<file path="config.mk">
export PLATFORM = sky130hd
export DESIGN_NAME = seq_pattern_gen
export DESIGN_NICKNAME = d
export VERILOG_FILES = /design/src/rtl/seq_pkg.sv /design/src/rtl/seq_run_tracker.sv /design/src/rtl/seq_pattern_gen.sv
export SDC_FILE = /design/constraint.sdc
export NUM_CORES = 1
export LEC_CHECK = 0
export ABC_CLOCK_PERIOD_IN_PS = 5300
export BUFFER_PORTS_ARGS = -buffer_cell sky130_fd_sc_hd__buf_2
export CELL_PAD_IN_SITES_DETAIL_PLACEMENT = 0
export CELL_PAD_IN_SITES_GLOBAL_PLACEMENT = 1
export CORE_AREA = 2 2 71 73
export CTS_CLUSTER_SIZE = 14
export DETAILED_ROUTE_END_ITERATION = 12
export DIE_AREA = 0 0 73 75
export GPL_TIMING_DRIVEN = 1
export MAX_ROUTING_LAYER = met4
export PLACE_DENSITY = 0.76
export RECOVER_POWER = 50
export SYNTH_ARGS = -nofsm -noshare
export SYNTH_HDL_FRONTEND = slang
export SYNTH_SLANG_ARGS = --single-unit
</file>
<file path="constraint.sdc">
create_clock -name Clock -period 5.3 [get_ports Clock]
set_input_delay 0 -clock Clock [delete_from_list [all_inputs] [get_ports Clock]]
set_output_delay 0 -clock Clock [all_outputs]
set_load 0.05 [all_outputs]
</file>
<file path="src/rtl/seq_pkg.sv">
// Shared state codes, defaults and helpers for the serial pattern generator.
// State codes double as the LED debug encoding.
package seq_pkg;

    localparam logic [1:0] ST_IDLE = 2'b00;
    localparam logic [1:0] ST_SEND = 2'b01;
    localparam logic [1:0] ST_DONE = 2'b10;

    localparam int unsigned DEF_RUN_LEN = 4;

    typedef enum logic [1:0] {
        IDLE = ST_IDLE,
        SEND = ST_SEND,
        DONE = ST_DONE
    } state_t;

    function automatic logic len_legal(input int unsigned len, input int unsigned pat_w);
        return (len != 0) && (len <= pat_w);
    endfunction

endpackage

</file>
<file path="src/rtl/seq_run_tracker.sv">
// Golden model of the sequence detector's z: counts equal consecutive beats
// and raises z (registered, Moore timing) once RUN_LEN of them have been seen.
module seq_run_tracker
    import seq_pkg::*;
#(
    parameter int unsigned RUN_LEN = DEF_RUN_LEN
) (
    input  logic Clock,
    input  logic Resetn,
    input  logic clr,
    input  logic beat,
    input  logic beat_bit,
    output logic z
);

    localparam int unsigned RUN_W = $clog2(RUN_LEN + 1);

    logic             r_last_bit;
    logic [RUN_W-1:0] r_run;
    logic             r_z;
    logic [RUN_W-1:0] w_run_nxt;

    // Saturate at RUN_LEN so a long run keeps z high without wrapping.
    always_comb begin
        w_run_nxt = RUN_W'(1);
        if ((r_run != '0) && (beat_bit == r_last_bit))
            w_run_nxt = (r_run == RUN_W'(RUN_LEN)) ? r_run : r_run + RUN_W'(1);
    end

    always_ff @(posedge Clock or negedge Resetn) begin
        if (!Resetn) begin
            r_last_bit <= 1'b0;
            r_run      <= '0;
            r_z        <= 1'b0;
        end else if (clr) begin
            r_last_bit <= 1'b0;
            r_run      <= '0;
            r_z        <= 1'b0;
        end else if (beat) begin
            r_last_bit <= beat_bit;
            r_run      <= w_run_nxt;
            r_z        <= (w_run_nxt == RUN_W'(RUN_LEN));
        end
    end

    assign z = r_z;

endmodule

</file>
<file path="src/rtl/seq_pattern_gen.sv">
// Serial stimulus source for the sequence detector: shifts a parallel pattern
// out MSB-first, optionally repeating, and provides a golden z for comparison.
//
//   state | meaning
//   ------+-----------------------------------------------------------
//   IDLE  | waiting for start with a legal length
//   SEND  | one bit per non-held cycle; reloads on last beat if repeating
//   DONE  | one-cycle completion pulse, then back to IDLE
module seq_pattern_gen
    import seq_pkg::*;
#(
    parameter int unsigned PAT_W   = 16,
    parameter int unsigned CNT_W   = 5,
    parameter int unsigned RUN_LEN = DEF_RUN_LEN
) (
    input  logic             Clock,
    input  logic             Resetn,
    input  logic             start,
    input  logic [PAT_W-1:0] pattern,
    input  logic [CNT_W-1:0] length,
    input  logic             repeat_en,
    input  logic             hold,
    output logic             w_out,
    output logic             w_valid,
    output logic             busy,
    output logic             done,
    output logic             z_expect,
    output logic [1:0]       state_dbg
);

    state_t           r_state;
    logic [PAT_W-1:0] r_shift;
    logic [CNT_W-1:0] r_count;

    logic w_len_ok;
    logic w_beat;
    logic w_load;

    assign w_len_ok = len_legal(int'(length), PAT_W);
    assign w_beat   = (r_state == SEND) && !hold;
    assign w_load   = (r_state == IDLE) && start && w_len_ok;

    always_ff @(posedge Clock or negedge Resetn) begin
        if (!Resetn) begin
            r_state <= IDLE;
            r_shift <= '0;
            r_count <= '0;
        end else begin
            case (r_state)
                IDLE: begin
                    if (w_load) begin
                        r_shift <= pattern;
                        r_count <= length;
                        r_state <= SEND;
                    end
                end
                SEND: begin
                    if (w_beat) begin
                        if (r_count == CNT_W'(1)) begin
                            // Repeat reload samples the live ports; an illegal length ends the run.
                            if (repeat_en && w_len_ok) begin
                                r_shift <= pattern;
                                r_count <= length;
                            end else begin
                                r_shift <= r_shift << 1;
                                r_count <= '0;
                                r_state <= DONE;
                            end
                        end else begin
                            r_shift <= r_shift << 1;
                            r_count <= r_count - CNT_W'(1);
                        end
                    end
                end
                DONE:    r_state <= IDLE;
                default: r_state <= IDLE;
            endcase
        end
    end

    seq_run_tracker #(
        .RUN_LEN (RUN_LEN)
    ) u_run_tracker (
        .Clock    (Clock),
        .Resetn   (Resetn),
        .clr      (w_load),
        .beat     (w_beat),
        .beat_bit (w_out),
        .z        (z_expect)
    );

    assign w_out     = r_shift[PAT_W-1];
    assign w_valid   = w_beat;
    assign busy      = (r_state == SEND);
    assign done      = (r_state == DONE);
    assign state_dbg = r_state;

endmodule

</file>
# Word-level counts from Yosys, hierarchy flattened
# Index checks and enable logic that the tools add are counted.
[totals]
ff_bits = 28
elab_cells = 56
[op_classes]
magnitude_cmp = 1
reduce_logical = 14
n_mux = 23
n_eq_ne = 10
add_sub_neg = 2
[op_table]
columns = ["cell", "count"]
rows = [
  ["16-bit two-way mux", 4],
  ["16-bit case mux with 2 select lines", 1],
  ["5-bit two-way mux", 4],
  ["3-bit two-way mux", 4],
  ["5-bit case mux with 2 select lines", 1],
  ["2-bit two-way mux", 4],
  ["3-bit equality test (second input constant)", 2],
  ["1-bit logical AND", 6],
  ["5-bit by 1-bit equality test with 1-bit output (second input constant)", 1],
  ["5-bit <= comparator (second input constant)", 1],
  ["5-bit nonzero test", 1],
  ["5-bit by 1-bit subtractor with 5-bit output (second input constant)", 1],
  ["1-bit two-way mux", 4],
  ["2-bit by 1-bit != test with 1-bit output (second input constant)", 2],
  ["2-bit != test (second input constant)", 2],
  ["2-bit case mux with 2 select lines", 1],
  ["4-bit AND reduction", 1],
  ["2-bit nonzero test", 2],
  ["3-bit by 1-bit adder with 3-bit output (second input constant)", 1],
  ["3-bit AND reduction", 1],
  ["3-bit nonzero test", 1],
  ["2-bit by 1-bit equality test with 1-bit output (second input constant)", 1],
  ["2-bit equality test (second input constant)", 1],
  ["2-bit zero test", 1],
  ["other kinds (2)", 2],
]

# Depth between registers and ports, before layout
[logic_depth]
ltp_word = 7
mapped_depth = 8

# Modules after synthesis
# Synthesis repeated with hierarchy kept, for this count alone.
[unflattened]
cells_unflattened = 177
hier_area_um2 = 1607.8
[modules_own_cells]
columns = ["mod", "instances", "area_per_inst_um2", "cells_each"]
rows = [
  ["seq_pattern_gen", 1, 1280.0, 145],
  ["seq_run_tracker", 1, 327.8, 32],
]

# Worst setup path after synthesis
# Ideal clock, no wire load.
[synth_timing]
kind = "register to register"
from = "reg r_state[0], in the netlist state_dbg[0]"
to = "reg r_shift[0]"
t_arrival_ps = 2339
setup_slack_ps = 2895
period_less_slack_ps = 2405
setup_time_ps = 66
path_buffers = 1
stages_incl_launch_ff = 6
cell_sequence = "dfrtp_1 > nor3b_2 > a21o_1 > clkbuf_1 > nand3_1 > nand2_1"
[synth_between]
word_cells_on_any_way = 10
cone_classes = "eq/ne (3); mux (1); reduce/logical (6)"
[synth_lines]
columns = ["item", "line_no", "source"]
rows = [
  ["from (decl)", "seq_pattern_gen.sv:31", "state_t r_state;"],
  ["from (signal assigned)", "seq_pattern_gen.sv:45", "r_state <= IDLE;"],
  ["from (signal assigned)", "seq_pattern_gen.sv:54", "r_state <= SEND;"],
  ["from (signal assigned)", "seq_pattern_gen.sv:67", "r_state <= DONE;"],
  ["2-bit by 1-bit equality test with 1-bit output", "seq_pattern_gen.sv:40", "assign w_beat = (r_state == SEND) && !hold;"],
  ["1-bit logical AND", "seq_pattern_gen.sv:40", ""],
  ["net w_valid", "seq_pattern_gen.sv:24", "output logic w_valid,"],
  ["2-bit != test (no line)", "-", ""],
  ["3-bit AND reduction (no line)", "-", ""],
  ["to (signal assigned)", "seq_pattern_gen.sv:52", "r_shift <= pattern;"],
  ["to (signal assigned)", "seq_pattern_gen.sv:62", "r_shift <= pattern;"],
  ["to (signal assigned)", "seq_pattern_gen.sv:65", "r_shift <= r_shift << 1;"],
  ["to (decl)", "seq_pattern_gen.sv:32", "logic [PAT_W-1:0] r_shift;"],
]
# The timed path passes the listed nets, and every way through them passes these cells.
# A chain may end at the register's enable or synchronous reset.

# Final worst setup path
[layout_timing]
from = "reg r_count[1]"
to = "reg r_count[4]"
[layout_between]
elab_chain_cells = 4
word_cells_on_any_way = 5
cone_classes = "add/sub (1); eq/ne (1); mux (3)"
[layout_rtl]
columns = ["item", "line_no", "source"]
rows = [
  ["from (decl)", "seq_pattern_gen.sv:33", "logic [CNT_W-1:0] r_count;"],
  ["from (signal assigned)", "seq_pattern_gen.sv:53", "r_count <= length;"],
  ["from (signal assigned)", "seq_pattern_gen.sv:63", "r_count <= length;"],
  ["from (signal assigned)", "seq_pattern_gen.sv:71", "r_count <= r_count - CNT_W'(1);"],
  ["5-bit by 1-bit subtractor with 5-bit output or 5-bit by 1-bit equality test with 1-bit output (tied branches)", "seq_pattern_gen.sv:71, seq_pattern_gen.sv:59", ""],
  ["5-bit two-way mux *", "seq_pattern_gen.sv:59", "if (r_count == CNT_W'(1)) begin"],
  ["5-bit two-way mux *", "seq_pattern_gen.sv:58", "if (w_beat) begin"],
  ["5-bit case mux with 2 select lines *", "seq_pattern_gen.sv:49", "case (r_state)"],
]
# Mark *: on every way between the ends. The rest lies on a longest branch, timed or not. The select of a mux whose other input is x is not followed.

==> impl_results.md <==
- Num CTS Buffers: 3
- Seq/Total Area, Yosys: 45.8%
- Max-cap viol count: 1
- Via Count: between 1k and 1.5k
- Cell family with most CP delay: compound AO/OA/AOI/OAI gates
- Crit end category: flip-flop
- Clock Tree Buf Depth: 2
- Critical path class: reg2reg
- ANT nets after route: 0
- # fillers: 452
- Largest net degree at the start of global routing: 29
- Die Area: around 5500 µm²
- Status: finished with violations
- Hold Path End: r_count[0]
- Post-cts sizing count: 0
- Relative slew slack: -2.27%
- Syn nets: about 200
- TNS Setup: 0 ps
- Port bufs: 32
- Worst slack, placed: 3150 ps
- DR WL met3: roughly 130 µm
- Commonest non-fill, non-tap cell in the layout: a21oi_1
- Peak Freq: 0.459 GHz
- Worst flop-to-flop path endpoint: r_count[4]
- Number of synthesized register bits: 28
- Reg area: 701 µm²
- Unrepaired setup endpoints after global routing: false
- Setup Buffers After CTS: 0
- Cts hold-fix bufs: 17
- Syn_area_per_cell: 8.94 µm²
- Worst Slack Setup Final: 3120 ps
- Initial Utilization: 32.8%
- Placed cell area: 1710 µm²
- Number of diodes: 0
- Max-slew violations: 29
- Startpoint types: flip-flop
- Hold path depth: 3
- Worst slew pin tran: 1530 ps
- Yosys warning total: 0
- Die W: 73 µm
- 1st-iter DRT viols: 93
- DRC violations left: 0
- GRT Total Usage: 14.8%
- Pwr dens: 528 nW/µm²
- H-Tree Depth: 1
- GP Congestion: 0.868
- Fin crit share: 41.1%
- Post-layout instance area: 1930 µm²
- Worst path required time: 5490 ps
- Flop-to-flop setup slack: 3120 ps
- Hold Startpoint: length[0]
- DPL Wire Length: around 2400 µm
- Initial antenna violation count: 0
- WP buf/inv: 1
- Sink Count: 28
- Clk_lat worst skew: 280 ps
- Hold Vio Cnt, Final: 0
- Depth of the most critical reg-to-reg path: 6
- Failing checks: max-capacitance violations, max-slew violations
- Worst-path clk slew: 90 ps
- CP max stage cell: a31o_1
- Drt via density: slightly above 5
- Total length of routed met2 wires: 1710 µm
- Leak: 0.000861 µW
- First-pass GRT wire length: 6150 µm
- Core area: 4660 µm²
- Leading cell types in the layout, fill and taps excluded: a21oi_1 (37), buf_2 (28), dfrtp_1 (28)
- M1 WL: 1600 µm
- Mapped cell area: 1530 µm²
- Hold slack: 50.5 ps
- Worst-path cell chain: inv_1, ha_1, and3_1, a31o_1, nor2_1, o31ai_1
- Rows: 25
- Drt first pass iters: 4
- Final core utilization: between 40% and 50%
- Fin crit period: 2180 ps
- Ports: 33
- CTS tree: yes
- CTS Root Cell: clkbuf_8
- Fin nets: ~250
- Worst vdd ir: ~0.20 mV
- Max FO, Critical Path: 21
- Area of the multi-input gates: ~750 µm²
- DR WL/cell: 12.9 µm
- CP max stage delay: 710 ps
- Critical R2R Launch: r_count[1]
- Number of global-route vias before repair: 1364
- Fraction of layout instances using a drive strength above 1: 17.6%
- Layout area overhead: 26.1%
- Worst min path class: in2reg
- Setup violations, final: 0
- Distinct cells, synth: 36
- Chip height: about 75 µm
- Crit path DAT: 2360 ps
- WL final: 3490 µm
- Highest Signal Layer: met4
- Post-Syn Instances: around 170
- Grt ovf: 0
- Clk_skew: 7.69 ps
[Yosys cell counts (all sizes together)]
| cell | count | area share [%] |
|---|---|---|
| mux2i | 2 | 1.3 |
| inv | 6 | 1.5 |
| and2 | 1 | 0.41 |
| nor3 | 4 | 1.3 |
| a31o | 1 | 0.57 |
| nor4b | 2 | 1.1 |
| a2111oi | 1 | 0.57 |
| and3 | 2 | 0.82 |
| a221oi | 1 | 0.57 |
| nor3b | 2 | 1.3 |
| nand2 | 21 | 5.2 |
| xnor2 | 3 | 2.2 |
| a32o | 1 | 0.65 |
| nor2b | 2 | 0.82 |
| nor4 | 1 | 1.4 |
| a21o | 2 | 0.98 |
| a31oi | 1 | 1.4 |
| nand3 | 1 | 0.33 |
| ha | 4 | 3.3 |
| nor2 | 21 | 5.2 |
| a22o | 2 | 1.1 |
| o31ai | 1 | 0.49 |
| o21ai | 8 | 2.6 |
| buf | 6 | 2.9 |
| nand3b | 1 | 0.49 |
| a211oi | 2 | 0.98 |
| nand2b | 3 | 1.2 |
| a21oi | 38 | 13 |
| clkbuf | 3 | 0.82 |
| dfrtp | 28 | 46 |
[state kept, by name, indices dropped and copies added (netlist names)]
register and flops:
r_shift 16, r_count 5, u_run_tracker.z 1, state_dbg 2
u_run_tracker.r_run 3, u_run_tracker.r_last_bit 1
[how the worst max path moves through the flow]
stage	from	end	depth (start not counted)	slack, ps
6_report	r_count[1]	r_count[4]	6	3120
3_3_place_gp	r_count[1]	r_count[4]	6	3200
3_5_place_dp	r_count[1]	r_count[4]	6	3150
5_1_grt	r_count[1]	r_count[0]	6	2950
4_1_cts	r_count[1]	r_count[4]	6	3120
2_1_floorplan	state_dbg[0]	r_shift[0]	5	2900
[power breakdown]
group          internal, µW  switching, µW  leakage, µW  total [µW]
combinational           184            321     0.000504         505
sequential              313           65.6     0.000329         378
clock                  66.7           69.0    0.0000288         136
[routing by layer]
| metal | vias to the layer above | GRT usage [%] |
|---|---|---|
| met5 | - | - |
| met4 | 0 | 4.94 |
| met2 | 32 | 25.5 |
| li1 | 687 | - |
| met1 | 641 | 17.8 |
| met3 | 5 | 2.14 |
[metrics by stage]
| stage | power [µW] | std cells |
|---|---|---|
| floorplan | 782 | 171 |
| global placement | 880 | 249 |
| detailed placement | 881 | 249 |
| CTS | 1030 | 270 |
| global route | 1120 | 270 |
| finish | 1020 | 270 |
[cell families after synthesis]
logic type,count (synthesis),share of synthesized area [%]
simple gates,61,19.6
compound gates,58,22.7
fa+ha+maj,4,3.27
mux,2,1.31
buf+inv,15,5.16
xor+xnor,3,2.21
flops,28,45.8
[tightest hold or removal path, delay by kind of cell]
family,cells,cell delay [ps]
buffers and inverters,1,110
AOI/OAI and AO/OA,2,180
[cell type report]
type                    count  share of cell area, %
clock buffers               4                   2.86
inverters                   6                   1.17
multi-input cells         128                   38.9
flip-flops and latches     28                   36.3
well taps                  54                   3.50
repair buffers             50                   17.3
Power figures use the tool's default switching activity.
